===== src/rtl/clock_set_controller.sv =====
// rtl/clock_set_controller.sv - button-driven BCD time-set controller for a 24-hour clock
//
// Purpose:
//   Walks the user through hours, minutes and seconds with a Mode button,
//   bumps the selected BCD field with an Inc button, then issues a single
//   load strobe carrying the edited time to the 24-hour clock.
//
// Optional feature (macro CLKSET_TIMEOUT_EN):
//   When defined, an edit that sees no button event for TIMEOUT_CYCLES cycles
//   is abandoned and the controller returns to RUN without loading.
//   When undefined, edit states are held indefinitely.
//
// Ports:
//   CLK        in   1   system clock, rising edge
//   Reset_n    in   1   asynchronous active-low reset
//   Mode_btn   in   1   level; rising edge advances the edit sequence
//   Inc_btn    in   1   level; rising edge increments the field under edit
//   Time_cur   in   24  current time, BCD {HH,MM,SS}
//   Set_time   out  1   one-cycle load strobe
//   Time_in    out  24  time to load, BCD {HH,MM,SS} (shadow register)
//   Editing    out  1   high whenever not in RUN
//   Edit_field out  2   00 none, 01 hours, 10 minutes, 11 seconds

module clock_set_controller #(
  parameter int TIMEOUT_CYCLES = 1000
) (
  input  logic        CLK,
  input  logic        Reset_n,
  input  logic        Mode_btn,
  input  logic        Inc_btn,
  input  logic [23:0] Time_cur,
  output logic        Set_time,
  output logic [23:0] Time_in,
  output logic        Editing,
  output logic [1:0]  Edit_field
);

  localparam logic [2:0] S_RUN    = 3'd0;
  localparam logic [2:0] S_HR     = 3'd1;
  localparam logic [2:0] S_MIN    = 3'd2;
  localparam logic [2:0] S_SEC    = 3'd3;
  localparam logic [2:0] S_COMMIT = 3'd4;

  logic [2:0]  state;
  logic [2:0]  state_nxt;
  logic [23:0] shadow;
  logic [23:0] shadow_nxt;
  logic        mode_q;
  logic        inc_q;
  logic        armed;
  logic        mode_ev;
  logic        inc_ev;
  logic        in_edit;
  logic        timed_out;

  // Increment a two-digit BCD value, wrapping at 'top' back to 00. The ones
  // digit carries into the tens digit of the same field only.
  function automatic logic [7:0] bcd_inc(input logic [7:0] v, input logic [7:0] top);
    logic [7:0] r;
    if (v == top)
      r = 8'h00;
    else if (v[3:0] == 4'd9)
      r = {v[7:4] + 4'd1, 4'd0};
    else
      r = {v[7:4], v[3:0] + 4'd1};
    return r;
  endfunction

  // 'armed' stays low for the first clock after reset so that a button held
  // through reset release is sampled into its edge register without firing.
  assign mode_ev = armed & Mode_btn & ~mode_q;
  // Mode wins over a simultaneous Inc.
  assign inc_ev  = armed & Inc_btn & ~inc_q & ~mode_ev;
  assign in_edit = (state == S_HR) || (state == S_MIN) || (state == S_SEC);

  always_ff @(posedge CLK or negedge Reset_n) begin
    if (!Reset_n) begin
      mode_q <= 1'b0;
      inc_q  <= 1'b0;
      armed  <= 1'b0;
    end else begin
      mode_q <= Mode_btn;
      inc_q  <= Inc_btn;
      armed  <= 1'b1;
    end
  end

`ifdef CLKSET_TIMEOUT_EN
  localparam int CW = (TIMEOUT_CYCLES > 2) ? $clog2(TIMEOUT_CYCLES) : 1;
  localparam logic [CW-1:0] CNT_LAST = CW'(TIMEOUT_CYCLES - 1);

  logic [CW-1:0] idle_cnt;

  // Entry into any edit state always comes from a Mode event, so clearing on
  // events also covers the clear-on-entry case.
  always_ff @(posedge CLK or negedge Reset_n) begin
    if (!Reset_n)
      idle_cnt <= '0;
    else if (!in_edit || mode_ev || inc_ev)
      idle_cnt <= '0;
    else
      idle_cnt <= idle_cnt + 1'b1;
  end

  assign timed_out = in_edit && (idle_cnt == CNT_LAST) && !mode_ev && !inc_ev;
`else
  assign timed_out = 1'b0;
`endif

  always_comb begin
    state_nxt  = state;
    shadow_nxt = shadow;
    case (state)
      S_RUN: begin
        if (mode_ev) begin
          state_nxt  = S_HR;
          shadow_nxt = Time_cur;
        end
      end
      S_HR: begin
        if (mode_ev)
          state_nxt = S_MIN;
        else if (inc_ev)
          shadow_nxt[23:16] = bcd_inc(shadow[23:16], 8'h23);
      end
      S_MIN: begin
        if (mode_ev)
          state_nxt = S_SEC;
        else if (inc_ev)
          shadow_nxt[15:8] = bcd_inc(shadow[15:8], 8'h59);
      end
      S_SEC: begin
        if (mode_ev)
          state_nxt = S_COMMIT;
        else if (inc_ev)
          shadow_nxt[7:0] = bcd_inc(shadow[7:0], 8'h59);
      end
      S_COMMIT: begin
        // Button events are ignored here; the strobe is exactly one cycle.
        state_nxt = S_RUN;
      end
      default: begin
        state_nxt = S_RUN;
      end
    endcase
    // Abandon the edit: no commit, shadow left as-is (it is never loaded).
    if (timed_out) begin
      state_nxt  = S_RUN;
      shadow_nxt = shadow;
    end
  end

  always_ff @(posedge CLK or negedge Reset_n) begin
    if (!Reset_n) begin
      state  <= S_RUN;
      shadow <= 24'h000000;
    end else begin
      state  <= state_nxt;
      shadow <= shadow_nxt;
    end
  end

  assign Set_time = (state == S_COMMIT);
  assign Time_in  = shadow;
  assign Editing  = (state != S_RUN);

  always_comb begin
    Edit_field = 2'b00;
    case (state)
      S_HR:    Edit_field = 2'b01;
      S_MIN:   Edit_field = 2'b10;
      S_SEC:   Edit_field = 2'b11;
      default: Edit_field = 2'b00;
    endcase
  end

endmodule


===== config.mk =====
export PLATFORM = sky130hd
export DESIGN_NAME = clock_set_controller
export DESIGN_NICKNAME = d
export VERILOG_FILES = /design/src/rtl/clock_set_controller.sv
export SDC_FILE = /design/constraint.sdc
export NUM_CORES = 1
export LEC_CHECK = 0
export ABC_AREA = 1
export BUFFER_PORTS_ARGS = -buffer_cell sky130_fd_sc_hd__buf_2
export CORE_UTILIZATION = 40
export CTS_BUF_LIST = sky130_fd_sc_hd__clkbuf_16
export DETAILED_ROUTE_END_ITERATION = 16
export GPL_TIMING_DRIVEN = 1
export PLACE_DENSITY = 0.66
export SETUP_SLACK_MARGIN = 0.05
export SLEW_MARGIN = 20
export SYNTH_ARGS = -nofsm -noshare
export SYNTH_HDL_FRONTEND = slang
export SYNTH_SLANG_ARGS = --single-unit

===== constraint.sdc =====
create_clock -name CLK -period 1.4 [get_ports CLK]
set_input_delay 0.14 -clock CLK [delete_from_list [all_inputs] [get_ports CLK]]
set_output_delay 0.14 -clock CLK [all_outputs]
set_load 0.1 [all_outputs]

==> results.py <==
metrics = {
    "detailed_routing": {
        "antenna_violating_nets_post_route": 0,
        "drc": 0,
        "drt-wirelength-per-cell_um": 11.7,
        "viasPerCell": 4.83,
        "dr_total_vias": 2135,
        "number_of_detailed_route_iterations_in_the_first_pass": 4,
        "number_of_drc_markers_in_iteration_0": 109,
        "wirelength_um": 5170,
    },
    "sta": {
        "final_min_period_over_clock_period": 1.04,
        "max_clock_freq_mhz": 684,
        "timing.clock.skew_ns": 0.00482,
        "timing.final.crit_period_ns": 1.46,
        "unrepaired_setup_endpoints_after_global_routing": "yes",
        "final_critical_path_setup_slack_ns": -0.0613,
        "timing_hold_violations_final": 0,
        "finalSetupViolations": 11,
        "final_max_slew_viol_count": 0,
    },
    "synthesis": {
        "synth_top_cells_by_count": "109 x sky130_fd_sc_hd__nand2_1, 30 x sky130_fd_sc_hd__dfrtp_1, 28 x sky130_fd_sc_hd__nand3_1, 26 x sky130_fd_sc_hd__inv_1, 19 x sky130_fd_sc_hd__o21ai_0",
        "synth_top_area_cell": "sky130_fd_sc_hd__dfrtp_1",
        "synth_area_mm2": 0.00198,
        "async_reset_ff_frac": 1.00,
        "postSynthAreaPerCell_um2": 7.04,
        "synth_most_common_cell": "sky130_fd_sc_hd__nand2_1",
        "synth_top_cell_area_share": 0.379,
        "yosys_register_bits": 30,
        "synth.distinct_cells": 26,
        "synthCells": 281,
        "synth_top_cells_by_area": "sky130_fd_sc_hd__dfrtp_1 38%, sky130_fd_sc_hd__nand2_1 21%, sky130_fd_sc_hd__ha_1 7.6%",
        "synthesis.yosys.warnings": 0,
        "syn-num-nets": 321,
        "synth-main-ff-cell": "sky130_fd_sc_hd__dfrtp_1",
        "synth_sequential_area_ratio": 0.379,
        "synth_enable_flop_cells": 0,
    },
    "finish": {
        "num-nets-final": 414,
        "drive_above_1_share": 0.461,
        "area_growth_syn_to_layout_pct": 58.2,
        "antenna_diode_count": 0,
    },
    "setup_path": {
        "cpMaxStageDelayCell": "sky130_fd_sc_hd__dfrtp_1",
        "critPathLaunchType": "flip-flop",
        "setup.worst_path.end_class": "primary output",
        "worst_ep_arrival_time_ns": 1.32,
        "r2r_path_end": "Time_in[11]$_DFFE_PN0P_",
        "worst-path-stages": 3,
        "worst_path_largest_cell_delay_ns": 0.45,
        "timing.critical_path.buf_inv": 2,
        "cp_max_fo": 5,
        "class_of_the_most_critical_setup_path": "reg -> out",
        "rr_worst_depth": 8,
        "critical-path-top-delay-family": "flip-flops",
        "timing.critical_path.required_ns": 1.26,
        "ff2ff_setup_slack_ns": -0.05,
        "worstPathCellList": "buf_4 -> nor3_4 -> buf_12",
        "r2r_startpoint": "state[2]$_DFFE_PN0P_",
    },
    "die": {
        "fp.dieH_um": 72.3,
        "placeableCoreArea_mm2": 0.00475,
        "ios": 56,
        "num_rows": 25,
        "die_area_mm2": 0.00523,
        "initial_utilization": 0.416,
        "die_x_um": 72.3,
    },
    "clock_network": {
        "insertion_delay_ns": 0.27,
        "tritoncts_num_sinks": 30,
        "cts_root_buffer": "sky130_fd_sc_hd__clkbuf_16",
        "cts.reportedPaths.clkPinSlew_ns": 0.05,
        "clockBufferDepth": 2,
        "tritoncts.num_buffers": 5,
        "cts-htree-levels": 2,
        "tritoncts": "built",
    },
    "min_path": {
        "holdCritStartpoint": "Time_cur[11]",
        "hold_depth": 4,
        "min_to": "Time_in[11]$_DFFE_PN0P_",
        "class_of_the_most_critical_hold_timing_path": "in -> reg",
    },
    "global_routing": {
        "gr-usage-met3": 0.0431,
        "grt_pass1_vias": 2075,
        "first_pass_grt_wire_length_um": 8910,
        "grt_start_max_net_pins": 31,
        "globalRoute.busiestLayer": "met2",
        "overflow": 0,
        "groute.layer.met2.usage": 0.384,
        "gr_util_all_layers": 0.218,
        "grt_util_met1": 0.267,
        "antenna_found_initial": 0,
    },
    "status": {
        "status": "finished, violations left",
        "failed_checks": "negative setup slack",
    },
    "placement": {
        "hpwl_um": 3710,
        "placement.io_buffers": 55,
        "gp_congestion": 0.793,
        "post-place-ws_ns": -0.0893,
    },
    "flow_run": {
        "cap_violations": 0,
    },
}
[tightest hold or removal path, stage by stage]
cell and delay [ns]:
sky130_fd_sc_hd__buf_2 0.07, sky130_fd_sc_hd__nand2_1 0.04, sky130_fd_sc_hd__nand2_1 0.06, sky130_fd_sc_hd__o21a_1 0.10
[sequential cells by signal (all words and copies together), names as in the netlist]
| name | cells |
|---|---|
| Time_in | 24 |
| state | 3 |
| armed | 1 |
| inc_q | 1 |
| mode_q | 1 |
[routing by layer]
metal	vias to the layer above	share of wire
li1	1085	-
met1	996	0.45
met2	49	0.51
met4	0	0.011
met3	5	0.037
met5	-	0
[cell usage in the layout, fill, tap and decap left out, types with 8 or more instances in the layout]
master                    netlist  layout
sky130_fd_sc_hd__buf_2          3      47
sky130_fd_sc_hd__buf_4          1      26
sky130_fd_sc_hd__dfrtp_2        0      17
sky130_fd_sc_hd__dfrtp_4        0       8
sky130_fd_sc_hd__ha_1          12       8
sky130_fd_sc_hd__inv_1         26      14
sky130_fd_sc_hd__inv_2          1      12
sky130_fd_sc_hd__nand2_1      109      98
sky130_fd_sc_hd__nand2_2        3       8
sky130_fd_sc_hd__nand3_1       28      18
sky130_fd_sc_hd__nand3_2        0       8
sky130_fd_sc_hd__nand4_1       10      10
sky130_fd_sc_hd__nor2_1        16      11
sky130_fd_sc_hd__o21ai_1        1      15
[worst max-delay path by stage]
stage | slack (ns) | from | to
2_1_floorplan | -0.16 | Time_in[9]$_DFFE_PN0P_ | Time_in[15]$_DFFE_PN0P_
3_3_place_gp | -0.06 | Time_in[9]$_DFFE_PN0P_ | Time_in[13]$_DFFE_PN0P_
3_5_place_dp | -0.09 | Time_in[9]$_DFFE_PN0P_ | Time_in[13]$_DFFE_PN0P_
4_1_cts | -0.06 | Time_in[9]$_DFFE_PN0P_ | Time_in[12]$_DFFE_PN0P_
5_1_grt | -0.12 | Time_in[9]$_DFFE_PN0P_ | Time_in[14]$_DFFE_PN0P_
6_report | -0.06 | state[1]$_DFFE_PN0P_ | Set_time
[cell type report]
| class | instances | area (um2) |
|---|---|---|
| Clock buffer | 5 | 125 |
| Clock inverter | 3 | 12.5 |
| Fill cell | 414 | 1620 |
| Inverter | 27 | 108 |
| Multi-Input combinational cell | 220 | 1330 |
| Sequential cell | 30 | 802 |
| Tap cell | 67 | 83.8 |
| Timing Repair Buffer | 90 | 667 |
[per-stage QoR]
step           cell area [um2]  hold slack (ns)  TNS [ns]  instances   util
2_1_floorplan             2140           -0.156     -2.09        281      -
3_3_place_gp              2720            0.180    -0.245        419  0.572
3_5_place_dp              2720            0.174    -0.355        419  0.572
4_1_cts                   3020            0.170    -0.260        436  0.635
5_1_grt                   3130            0.195     -2.09        442  0.658
6_report                  3130            0.176    -0.349        442  0.658
[logic make-up (layout without fill, tap and decap cells)]
| group | after synthesis | count (layout) | synth area share |
|---|---|---|---|
| AOI/OAI and AO/OA | 27 | 27 | 0.0765 |
| xor gates and xnor gates | 6 | 6 | 0.0266 |
| adders and majority gates | 12 | 12 | 0.0759 |
| buffers and inverters | 31 | 125 | 0.0626 |
| DFF | 30 | 30 | 0.379 |
| other | 1 | 1 | 0.00189 |
| and+or+nand+nor | 174 | 174 | 0.377 |
[timing repair]
action                     CTS  global route
hold endpoints to repair    32             0
gates resized for setup     30            22
hold buffers                 3             0
pin swaps                   20             9
gates cloned                 0             0
setup endpoints to repair   25            30
buffers inserted             6             6
Power is left out: the tool's default activity adds up to more than one toggle a clock period on the data nets, which glitch-free logic cannot reach.
